File: config.mk
export PLATFORM = sky130hd
export DESIGN_NAME = mems_dac_sequencer
export DESIGN_NICKNAME = d
export VERILOG_FILES = /design/src/rtl/mems_pkg.sv /design/src/rtl/mems_rr_arb2.sv /design/src/rtl/mems_dac_sequencer.sv
export SDC_FILE = /design/constraint.sdc
export NUM_CORES = 1
export LEC_CHECK = 0
export CAP_MARGIN = 10
export CORE_ASPECT_RATIO = 1.2
export CORE_MARGIN = 8
export CORE_UTILIZATION = 39
export CTS_CLUSTER_DIAMETER = 100
export DETAILED_ROUTE_END_ITERATION = 10
export PLACE_DENSITY = 0.72
export SLEW_MARGIN = 20
export SYNTH_ARGS = -nofsm -noshare
export SYNTH_HDL_FRONTEND = slang
export SYNTH_HIERARCHICAL = 1
export SYNTH_SLANG_ARGS = --single-unit
File: constraint.sdc
create_clock -name clk -period 1.8 [get_ports clk]
set_input_delay 0.27 -clock clk [delete_from_list [all_inputs] [get_ports clk]]
set_output_delay 0.27 -clock clk [all_outputs]
set_load 0.1 [all_outputs]
File: src/rtl/mems_pkg.sv
// Shared encodings for the MEMS DAC sequencer: command/address fields, FSM states and the
// 24-bit command frame builder.
package mems_pkg;

    localparam logic [2:0] CMD_WR_IN  = 3'b000;
    localparam logic [2:0] CMD_UPD    = 3'b001;
    localparam logic [2:0] CMD_WR_UPD = 3'b011;
    localparam logic [2:0] CMD_RST    = 3'b101;
    localparam logic [2:0] CMD_REF    = 3'b111;

    localparam logic [2:0] ADDR_A   = 3'b000;
    localparam logic [2:0] ADDR_B   = 3'b001;
    localparam logic [2:0] ADDR_ALL = 3'b111;

    typedef enum logic [2:0] {
        StInit0,
        StInit1,
        StArb,
        StStart,
        StWaitHi,
        StWaitLo
    } state_e;

    // Which kind of word is in flight, so completion knows where to return.
    typedef enum logic [1:0] {
        PhInit0,
        PhInit1,
        PhRun
    } phase_e;

    function automatic logic [23:0] mems_frame(input logic [2:0]  cmd,
                                               input logic [2:0]  addr,
                                               input logic [15:0] data);
        return {2'b00, cmd, addr, data};
    endfunction

endpackage

File: src/rtl/mems_rr_arb2.sv
// Two-way round-robin arbiter; req[0]=X, req[1]=Y, last_grant 0=X / 1=Y. Purely combinational.
module mems_rr_arb2 (
    input  logic [1:0] req,
    input  logic       last_grant,
    input  logic       en,
    output logic [1:0] grant
);

    always_comb begin
        grant = 2'b00;
        if (en) begin
            unique case (req)
                2'b00: grant = 2'b00;
                2'b01: grant = 2'b01;
                2'b10: grant = 2'b10;
                2'b11: grant = last_grant ? 2'b01 : 2'b10;
                default: grant = 2'b00;
            endcase
        end
    end

endmodule

File: src/rtl/mems_dac_sequencer.sv
// Sequences DAC init words, then round-robin X/Y channel writes onto a start/busy SPI master.
// Build option MEMS_SYNC_UPDATE_EN: write input registers only and issue update-all per X+Y pair.
module mems_dac_sequencer
    import mems_pkg::*;
#(
    parameter int unsigned DATA_W  = 16,
    parameter int unsigned BUSY_TO = 64
) (
    input  logic              clk,
    input  logic              rst,
    input  logic              x_req,
    input  logic [DATA_W-1:0] x_data,
    output logic              x_ack,
    input  logic              y_req,
    input  logic [DATA_W-1:0] y_data,
    output logic              y_ack,
    output logic [23:0]       spi_data,
    output logic              spi_start,
    input  logic              spi_busy,
    output logic              init_done,
    output logic              err
);

    localparam int unsigned      CNT_W    = $clog2(BUSY_TO);
    localparam logic [CNT_W-1:0] CNT_LAST = CNT_W'(BUSY_TO - 1);

`ifdef MEMS_SYNC_UPDATE_EN
    localparam logic [2:0] CH_CMD = CMD_WR_IN;
`else
    localparam logic [2:0] CH_CMD = CMD_WR_UPD;
`endif

    state_e           state_q, state_d;
    phase_e           phase_q, phase_d;
    logic [CNT_W-1:0] cnt_q, cnt_d;
    logic [23:0]      spi_data_q, spi_data_d;
    logic             last_grant_q, last_grant_d;
    logic             init_done_q, init_done_d;
    logic             err_q, err_d;
    logic             arb_en, word_done;
    logic [1:0]       grant;

`ifdef MEMS_SYNC_UPDATE_EN
    logic pend_x_q, pend_x_d, pend_y_q, pend_y_d;
`endif

    mems_rr_arb2 u_arb (
        .req        ({y_req, x_req}),
        .last_grant (last_grant_q),
        .en         (arb_en),
        .grant      (grant)
    );

    always_comb begin
        state_d      = state_q;
        phase_d      = phase_q;
        cnt_d        = cnt_q;
        spi_data_d   = spi_data_q;
        last_grant_d = last_grant_q;
        init_done_d  = init_done_q;
        err_d        = err_q;
        arb_en       = 1'b0;
        word_done    = 1'b0;
        x_ack        = 1'b0;
        y_ack        = 1'b0;
        spi_start    = 1'b0;
`ifdef MEMS_SYNC_UPDATE_EN
        pend_x_d     = pend_x_q;
        pend_y_d     = pend_y_q;
`endif
        unique case (state_q)
            // The SPI master may still be finishing a word from before reset.
            StInit0, StInit1: begin
                if (!spi_busy) begin
                    spi_data_d = (state_q == StInit0) ? mems_frame(CMD_RST, ADDR_ALL, 16'h0001)
                                                      : mems_frame(CMD_REF, ADDR_ALL, 16'h0001);
                    phase_d    = (state_q == StInit0) ? PhInit0 : PhInit1;
                    state_d    = StStart;
                end
            end
            StArb: begin
                if (!spi_busy) begin
`ifdef MEMS_SYNC_UPDATE_EN
                    if (pend_x_q && pend_y_q) begin
                        spi_data_d = mems_frame(CMD_UPD, ADDR_ALL, 16'h0000);
                        pend_x_d   = 1'b0;
                        pend_y_d   = 1'b0;
                        state_d    = StStart;
                    end else begin
                        arb_en = 1'b1;
                    end
`else
                    arb_en = 1'b1;
`endif
                end
                if (grant[0]) begin
                    x_ack        = 1'b1;
                    spi_data_d   = mems_frame(CH_CMD, ADDR_A, x_data);
                    last_grant_d = 1'b0;
                    state_d      = StStart;
`ifdef MEMS_SYNC_UPDATE_EN
                    pend_x_d     = 1'b1;
`endif
                end else if (grant[1]) begin
                    y_ack        = 1'b1;
                    spi_data_d   = mems_frame(CH_CMD, ADDR_B, y_data);
                    last_grant_d = 1'b1;
                    state_d      = StStart;
`ifdef MEMS_SYNC_UPDATE_EN
                    pend_y_d     = 1'b1;
`endif
                end
            end
            StStart: begin
                spi_start = 1'b1;
                cnt_d     = '0;
                state_d   = StWaitHi;
            end
            StWaitHi: begin
                if (spi_busy) begin
                    state_d = StWaitLo;
                end else if (cnt_q == CNT_LAST) begin
                    err_d     = 1'b1;
                    word_done = 1'b1;
                end else begin
                    cnt_d = cnt_q + CNT_W'(1);
                end
            end
            StWaitLo: begin
                if (!spi_busy) word_done = 1'b1;
            end
            default: state_d = StInit0;
        endcase

        // Completed and timed-out words leave the same way, so init always finishes.
        if (word_done) begin
            unique case (phase_q)
                PhInit0: state_d = StInit1;
                PhInit1: begin
                    state_d     = StArb;
                    phase_d     = PhRun;
                    init_done_d = 1'b1;
                end
                default: state_d = StArb;
            endcase
        end
    end

    always_ff @(posedge clk) begin
        if (rst) begin
            state_q      <= StInit0;
            phase_q      <= PhInit0;
            cnt_q        <= '0;
            spi_data_q   <= '0;
            last_grant_q <= 1'b1;
            init_done_q  <= 1'b0;
            err_q        <= 1'b0;
        end else begin
            state_q      <= state_d;
            phase_q      <= phase_d;
            cnt_q        <= cnt_d;
            spi_data_q   <= spi_data_d;
            last_grant_q <= last_grant_d;
            init_done_q  <= init_done_d;
            err_q        <= err_d;
        end
    end

`ifdef MEMS_SYNC_UPDATE_EN
    always_ff @(posedge clk) begin
        if (rst) begin
            pend_x_q <= 1'b0;
            pend_y_q <= 1'b0;
        end else begin
            pend_x_q <= pend_x_d;
            pend_y_q <= pend_y_d;
        end
    end
`endif

    assign spi_data  = spi_data_q;
    assign init_done = init_done_q;
    assign err       = err_q;

endmodule

After elaboration in Yosys (flattened, before gate mapping)

Index checks and enable logic that the tools add are counted.

Bits in registers: 38
Bits in latches: 0
RAM bits: 0
ROM bits: 0
Input port bits: 37
Output and inout port bits: 29
Logic and storage cells: 76
Memories kept: 0

Add/sub/neg operators: 1
$mul: 0
Divide/modulo/power cells: 0
Order comparisons: 0
Eq/ne operators: 18
Shift operators: 0
Multiplexer cells: 36
Bitwise gates (word level): 1
Reduce and logical (&&, ||, !) cells: 13

Operators with widths:

| kind                                                            | count |
|---|---|
| 24-bit 2-to-1 mux                                               | 3 |
| 24-bit case mux with 2 select lines                             | 1 |
| 21-bit 2-to-1 mux                                               | 1 |
| 3-bit 2-to-1 mux                                                | 5 |
| 3-bit case mux with 5 select lines                              | 1 |
| 2-bit 2-to-1 mux                                                | 7 |
| 1-bit 2-to-1 mux                                                | 13 |
| 6-bit 2-to-1 mux                                                | 2 |
| 6-bit case mux with 2 select lines                              | 1 |
| 3-bit != test, second input constant                            | 3 |
| 3-bit AND reduction                                             | 3 |
| 2-bit != test, second input constant                            | 4 |
| 2-bit case mux with 4 select lines                              | 1 |
| 6-bit by 1-bit adder with 6-bit output, second input constant   | 1 |
| 3-bit by 2-bit == test with 1-bit output, second input constant | 2 |
| 3-bit == test, second input constant                            | 2 |
| 6-bit == test, second input constant                            | 1 |
| 2-bit nonzero test                                              | 3 |
| 2-bit by 1-bit == test with 1-bit output, second input constant | 2 |
| 2-bit == test, second input constant                            | 2 |
| 2-bit logical NOT                                               | 2 |
| 4-bit != test, second input constant                            | 1 |
| 2-bit AND reduction                                             | 2 |
| 4-bit AND reduction                                             | 1 |
| 5 further kinds                                                 | 5 |

Longest topological paths before layout

Gate-level depths: netlist of the first run.

Depth in word-level cells: 7
Mapped depth: 11
Gate-level depth less buffers: 8

Hierarchy

Netlist of the first run, hierarchy kept.

By module, submodules not included:

| module             | times used | cells each | area each (µm²) | sequential area each (µm²) |
|---|---|---|---|---|
| mems_dac_sequencer | 1          | 204        | 1722.9          | 680.7 |
| mems_rr_arb2       | 1          | 5          | 21.3            | 0.0 |

Least setup slack after synthesis of the first run

OpenSTA, ideal clock, no wires.

Path kind: reg-to-output
Start point: register state_q[1]
End point: output y_ack
Arrival: 2.366 ns
Required time: 1.530 ns
Path slack: -0.836 ns
Cell stages (with the launch flop): 7
Path buffers: 0
Cells stage by stage: dfxtp_1 -> nor3b_2 -> nor2b_1 -> nand2_1 -> a21oi_1 -> nand2_1 -> nor2_1

Word-level cells in the longest chain between the ends: 6

Ends and longest elaborated chain:

| what                                     | line                      | source |
|---|---|---|
| from (decl)                              | mems_dac_sequencer.sv:33  | `state_e state_q, state_d;` |
| from (signal assigned)                   | mems_dac_sequencer.sv:151 | `state_q <= StInit0;` |
| from (signal assigned)                   | mems_dac_sequencer.sv:159 | `state_q <= state_d;` |
| 3-bit by 2-bit == test with 1-bit output | mems_dac_sequencer.sv:71  | `unique case (state_q)` |
| 1-bit 2-to-1 mux                         | mems_dac_sequencer.sv:71  |  |
| net arb_en                               | mems_dac_sequencer.sv:40  | `logic arb_en, word_done;` |
| 2-bit 2-to-1 mux                         | mems_rr_arb2.sv:11        | `if (en) begin` |
| net grant[1]                             | mems_dac_sequencer.sv:41  | `logic [1:0] grant;` |
| 1-bit 2-to-1 mux                         | mems_dac_sequencer.sv:104 | `end else if (grant[1]) begin` |
| 1-bit 2-to-1 mux                         | mems_dac_sequencer.sv:96  | `if (grant[0]) begin` |
| 1-bit 2-to-1 mux                         | mems_dac_sequencer.sv:71  |  |
| to (decl)                                | mems_dac_sequencer.sv:16  | `output logic y_ack,` |

The timed path passes the listed nets, and every way through them passes these cells.

Final worst setup path of the first run

Start point: register state_q[0]
End point: output x_ack

Word-level cells in the longest chain between the ends: 5

Ends and longest elaborated chain:

| what                                     | line                     | source |
|---|---|---|
| 3-bit by 2-bit == test with 1-bit output | mems_dac_sequencer.sv:71 |  |
| 1-bit 2-to-1 mux                         | mems_dac_sequencer.sv:71 |  |
| net arb_en                               | mems_dac_sequencer.sv:40 |  |
| 2-bit 2-to-1 mux                         | mems_rr_arb2.sv:11       |  |
| net grant[0]                             | mems_dac_sequencer.sv:41 |  |
| 1-bit 2-to-1 mux                         | mems_dac_sequencer.sv:96 |  |
| 1-bit 2-to-1 mux                         | mems_dac_sequencer.sv:71 |  |
| to (decl)                                | mems_dac_sequencer.sv:13 | `output logic x_ack,` |

The timed path passes the listed nets, and every way through them passes these cells.

==> results_dict.tcl, run 1 <==
set metrics [dict create \
    critPathArrivalTime_ns 1.65 \
    hold_depth 2 \
    grt_usage_pct 14.5 \
    rsz0062_at_grt "true" \
    place.gp.congestion 0.827 \
    cts_root_buffer "clkbuf_8" \
    clk_path_buf_depth 2 \
    outcome "finished, violations left" \
    fin_crit_sh_pct 107 \
    antenna_cells 0 \
    crit_path_max_fanout 2 \
    cts_sinks 34 \
    crit_type "flip-flop to output pin" \
    finalHoldViolations 0 \
    finalClockSkew_ns 0.00678 \
    hold_path_class "flip-flop to flip-flop" \
    cts_buffers 5 \
    die_y_um 89.3 \
    wirelength_mm 5.24 \
    clk_pin_slew_ns 0.06 \
    viasPerCell 5.10 \
    fillCellCount 349 \
    failed_checks "negative setup slack" \
    hpwl_mm 3.69 \
    die_x_um 77.1 \
    synth-seq-cells 34 \
    multi_input_area_um2 1080 \
    drt-pass1-iter-count 4 \
    grt_pass1_vias 1826 \
    synthCells 209 \
    fmaxAchievable_mhz 521 \
    layout_common_cells "buf_4, clkdlybuf4s50_1, dfxtp_1" \
    ctsHoldBuffers 0 \
    ff_latch_area_um2 684 \
    synth_edf_count 0 \
    finalSetupTns_ns -1.35 \
    synth.top_cell.area_share_pct 39.0 \
    drt_iter0_drc 62 \
    num_rows 26 \
    ys_types 46 \
    setup_viol 18 \
    utilization_pct 67.9 \
    fin_crit_ns 1.92 \
    antenna_found_initial 0 \
    vias 1794 \
    drv_cap 0 \
    cts_tree "built" \
    drive_gt1_share_pct 41.9 \
    drv_slew 0 \
    synth_seq_area_share_pct 39.0 \
    syn_area_per_cell_um2 8.35 \
    drc 0 \
    layout_setup_ws_ns -0.118 \
    io_buffers 63 \
    synth.area.top_cells "dfxtp_1, mux2_2, a21oi_1" \
    critPathCaptureType "output pin" \
    setup.worst_path.start_class "flip-flop" \
    r2r_cells 11 \
    synth_top_area_cell "dfxtp_1" \
    wl_per_cell_um 14.9 \
    core_um2 4290 \
    overflow 0 \
    cp.required_ns 1.53 \
    clock_latency_ns 0.28 \
    yosysWarningCount 6 \
    max-vdd-ir-drop_v 0.000388 \
    nets 333 \
    cellPowerDensity_nw_per_um2 825 \
    htreeDepth 2 \
    async_flop_share_pct 0 \
    area_delta_synth_final_pct 67.1 \
    ys.flop_type "dfxtp_1" \
    netlist_area_um2 1740 \
    initial_core_util_pct 40.6 \
    grt_max_degree 23 \
    ios 66 \
    ant_nets 0 \
    p_leak_nw 1.14 \
    final_common_cell "buf_4" \
    grt_pass1_wl_mm 8.09 \
    dieArea_um2 6880 \
]
[state kept, by name, summed over array words and instances (netlist names)]
signal,cells
state_q,3
phase_q,2
last_grant_q,1
spi_data,20
init_done,1
err,1
cnt_q,6
[area by class of cell]
class / instances / share of cell area [%]
inverters: 6 / 0.901
flip-flops and latches: 34 / 23.5
repair buffers: 98 / 33.0
multi-input cells: 150 / 37.1
well taps: 56 / 2.40
clock inverters: 1 / 0.172
clock buffers: 7 / 2.96
[per-layer routing]
metal  global-route usage, %  vias to the layer above  wire, um
met5                       0                        -         0
li1                        -                      901         -
met4                    4.30                        0        94
met2                    26.8                       56      2690
met1                    14.1                      825      2040
met3                    6.84                       12       416
[synthesized netlist by cell type (all sizes together) (2+ instances only)]
library cell  number
a211oi             3
nor2b              3
dfxtp             34
inv                6
nand3              3
nor2              15
o21a               2
and3               2
mux2              15
o21ai             19
a21oi             29
nand2             24
o21bai             2
clkbuf             9
mux2i              2
nor3               4
buf               11
nand2b             3
xnor2              3
[critical path: stages (launching register included)]
cell     delay [ns]
dfxtp_2        0.33
nor3b_4        0.21
nor2b_4        0.18
nand2_2        0.07
a21oi_4        0.14
buf_6          0.12
and2_4         0.15
buf_12         0.17
[stage by stage]
step / setup WS, ns / power [W] / cells / hold slack [ns] / cell area (um2)
after floorplan: -0.0516 / 0.00143 / 210 / 0.473 / 1800
after global placement: -0.195 / 0.00172 / 332 / 0.435 / 2570
after detailed placement: -0.204 / 0.00173 / 332 / 0.454 / 2570
after CTS: -0.100 / 0.00233 / 346 / 0.465 / 2750
after global routing: -0.194 / 0.00252 / 352 / 0.484 / 2920
final: -0.118 / 0.00241 / 352 / 0.454 / 2920
[power by group]
part	switching [W]	internal, W
combinational	0.000585	0.000406
sequential	0.0000428	0.000802
clock	0.000262	0.000308
[worst paths after layout]
path	slack [ns]	startpoint	end
hold / removal	0.45	init_done	init_done
setup / recovery	-0.12	state_q[0]	x_ack
hold reg to reg	0.45	init_done	init_done
setup reg to reg	-0.10	state_q[0]	spi_data[12]
[timing repair]
item,4_1_cts,5_1_grt
resized for setup,11,37
cloned,0,2
pin swaps,1,5
buffers inserted,6,4
endpoints found under the setup margin,18,24
[cells by family (layout without fill, tap and decap cells)]
logic type,Yosys count,after routing,synth area share [%]
and+or+nand+nor,64,64,18.7
other,1,2,0.215
muxes,17,17,10.8
xor gates and xnor gates,3,3,1.51
DFF,34,34,39.0
AOI/OAI and AO/OA,63,63,21.4
buffers and inverters,26,112,7.53
adders and majority gates,1,1,0.717
No activity file was read; power rests on OpenSTA's default activity.
==> run 2: changes to the inputs <==
- ABC_AREA: default -> 1
- CAP_MARGIN: 10 -> default
- CORE_UTILIZATION: 39 -> 41
- PLACE_DENSITY: 0.72 -> 0.74
==> results_dict.tcl, run 2 <==
set metrics [dict create \
    layout_common_cells "nand2_1, clkdlybuf4s50_1, buf_4" \
    cellPowerDensity_nw_per_um2 1110 \
    core_um2 4530 \
    place_area_um2 2750 \
    htreeDepth 2 \
    vias 1872 \
    ys_types 29 \
    setup_viol 2 \
    rsz0062_at_grt "true" \
    ant_nets 0 \
    cts_tree "built" \
    drc 0 \
    dieArea_um2 7070 \
    async_flop_share_pct 0 \
    drv_slew 0 \
    fin_crit_ns 1.86 \
    placed_cells 371 \
    grt_usage_pct 14.5 \
    hold_slack_ns 0.451 \
    synth.top_cell.area_share_pct 35.9 \
    outcome "finished, violations left" \
    cp.required_ns 1.53 \
    viasPerCell 4.88 \
    cts_sinks 34 \
    place_ws_ns -0.188 \
    cts_root_buffer "clkbuf_8" \
    clk_path_buf_depth 2 \
    fin_area_um2 2940 \
    synth-seq-cells 34 \
    crit_path_max_fanout 18 \
    grt_pass1_wl_mm 8.52 \
    grt_max_degree 20 \
    yosysWarningCount 6 \
    hpwl_mm 3.84 \
    stdcell_count 384 \
    fin_crit_sh_pct 103 \
    p_leak_nw 1.21 \
    synth.area.top_cells "dfxtp_1, mux2_2, nand2_1" \
    clock_latency_ns 0.28 \
    cts_buffers 5 \
    ys_top_cells_by_count "nand2_1, dfxtp_1, nand3_1, nor2_1" \
    finalHoldViolations 0 \
    ys.flop_type "dfxtp_1" \
    overflow 0 \
    synth_seq_area_share_pct 35.9 \
    drive_gt1_share_pct 39.9 \
    synth_edf_count 0 \
    antenna_cells 0 \
    layout_setup_ws_ns -0.0583 \
    r2r_setup_slack_ns 0.09 \
    syn_area_per_cell_um2 7.71 \
    nets 363 \
    drt_iter0_drc 88 \
    critPathCaptureType "output pin" \
    num_rows 27 \
    critPathArrivalTime_ns 1.59 \
    io_buffers 63 \
    wl_per_cell_um 13.3 \
    antenna_found_initial 0 \
    synth_top_area_cell "dfxtp_1" \
    max-vdd-ir-drop_v 0.000640 \
    netlist_area_um2 1900 \
    setup.worst_path.start_class "flip-flop" \
    fmaxAchievable_mhz 538 \
    largest_register_ffs 20 \
    die_x_um 78.1 \
    failed_checks "negative setup slack" \
    drv_cap 0 \
    final_common_cell "nand2_1" \
    clk_pin_slew_ns 0.07 \
    initial_core_util_pct 41.9 \
    finalClockSkew_ns 0.00471 \
    drt-pass1-iter-count 4 \
    grt_pass1_vias 1953 \
    synthCells 246 \
    synth.most_common_cell "nand2_1" \
    hold_path_class "flip-flop to flip-flop" \
    ios 66 \
    area_delta_synth_final_pct 55.2 \
    wirelength_mm 5.11 \
    place.gp.congestion 0.818 \
    die_y_um 90.5 \
    crit_type "flip-flop to output pin" \
    finalSetupTns_ns -0.111 \
]
## run 2: worst max-delay path, stage by stage, from the launching register on
cell     delay, ns
dfxtp_4       0.36
inv_4         0.06
nand3_4       0.07
nor2_4        0.10
nand2_2       0.05
a21oi_2       0.11
buf_4         0.14
buf_8         0.17
nor2_4        0.07
buf_12        0.16
## run 2: kinds of logic after synthesis
| group | count (synthesis) | share of synthesized area, % |
|---|---|---|
| and+or+nand+nor | 117 | 29.7 |
| AOI/OAI and AO/OA | 39 | 13.9 |
| buffers and inverters | 37 | 9.76 |
| DFF | 34 | 35.9 |
| muxes | 15 | 8.90 |
| xor gates and xnor gates | 2 | 0.924 |
| adders and majority gates | 1 | 0.660 |
| other | 1 | 0.198 |
## run 2: layer usage
metal	track usage [%]	routed length, um	vias up
met4	3.87	59	0
met2	23.8	2520	68
li1	-	-	949
met1	15.3	1990	850
met5	0	0	-
met3	8.37	543	5
## run 2: final timing paths
path | depth (start not counted) | endpoint | startpoint
min reg2reg | 2 | spi_data[19] | spi_data[19]
max | 9 | y_ack | state_q[0]
min | 2 | spi_data[19] | spi_data[19]
max reg2reg | 13 | spi_data[1] | state_q[2]
## run 2: where the power goes
part | switching (W) | leakage [nW] | internal (W) | total [W]
registers | 0.0000697 | 0.278 | 0.000834 | 0.000903
clock network | 0.000275 | 0.0506 | 0.000358 | 0.000633
logic | 0.00104 | 0.878 | 0.000676 | 0.00172
total | 0.00139 | 1.21 | 0.00187 | 0.00326
## run 2: through the flow
stage	total power, W	util [%]
floorplan	0.00202	-
global placement	0.00251	60.7
detailed placement	0.00252	60.7
CTS	0.00320	64.0
global route	0.00343	65.0
finish	0.00326	65.0
## run 2: cell type report
cell class	count	area, um2
sequential	34	689
tap	58	72.6
fill	388	1580
timing repair buffer	85	893
multi-input combinational	176	1090
clock buffer	8	101
inverter	23	95.1
## run 2: timing repair
action	CTS	global route
resized for setup	4	9
endpoints found under the hold margin	0	0
cloned	0	1
hold buffers	0	0
pin swaps	4	8
endpoints found under the setup margin	2	23
buffers inserted	5	0
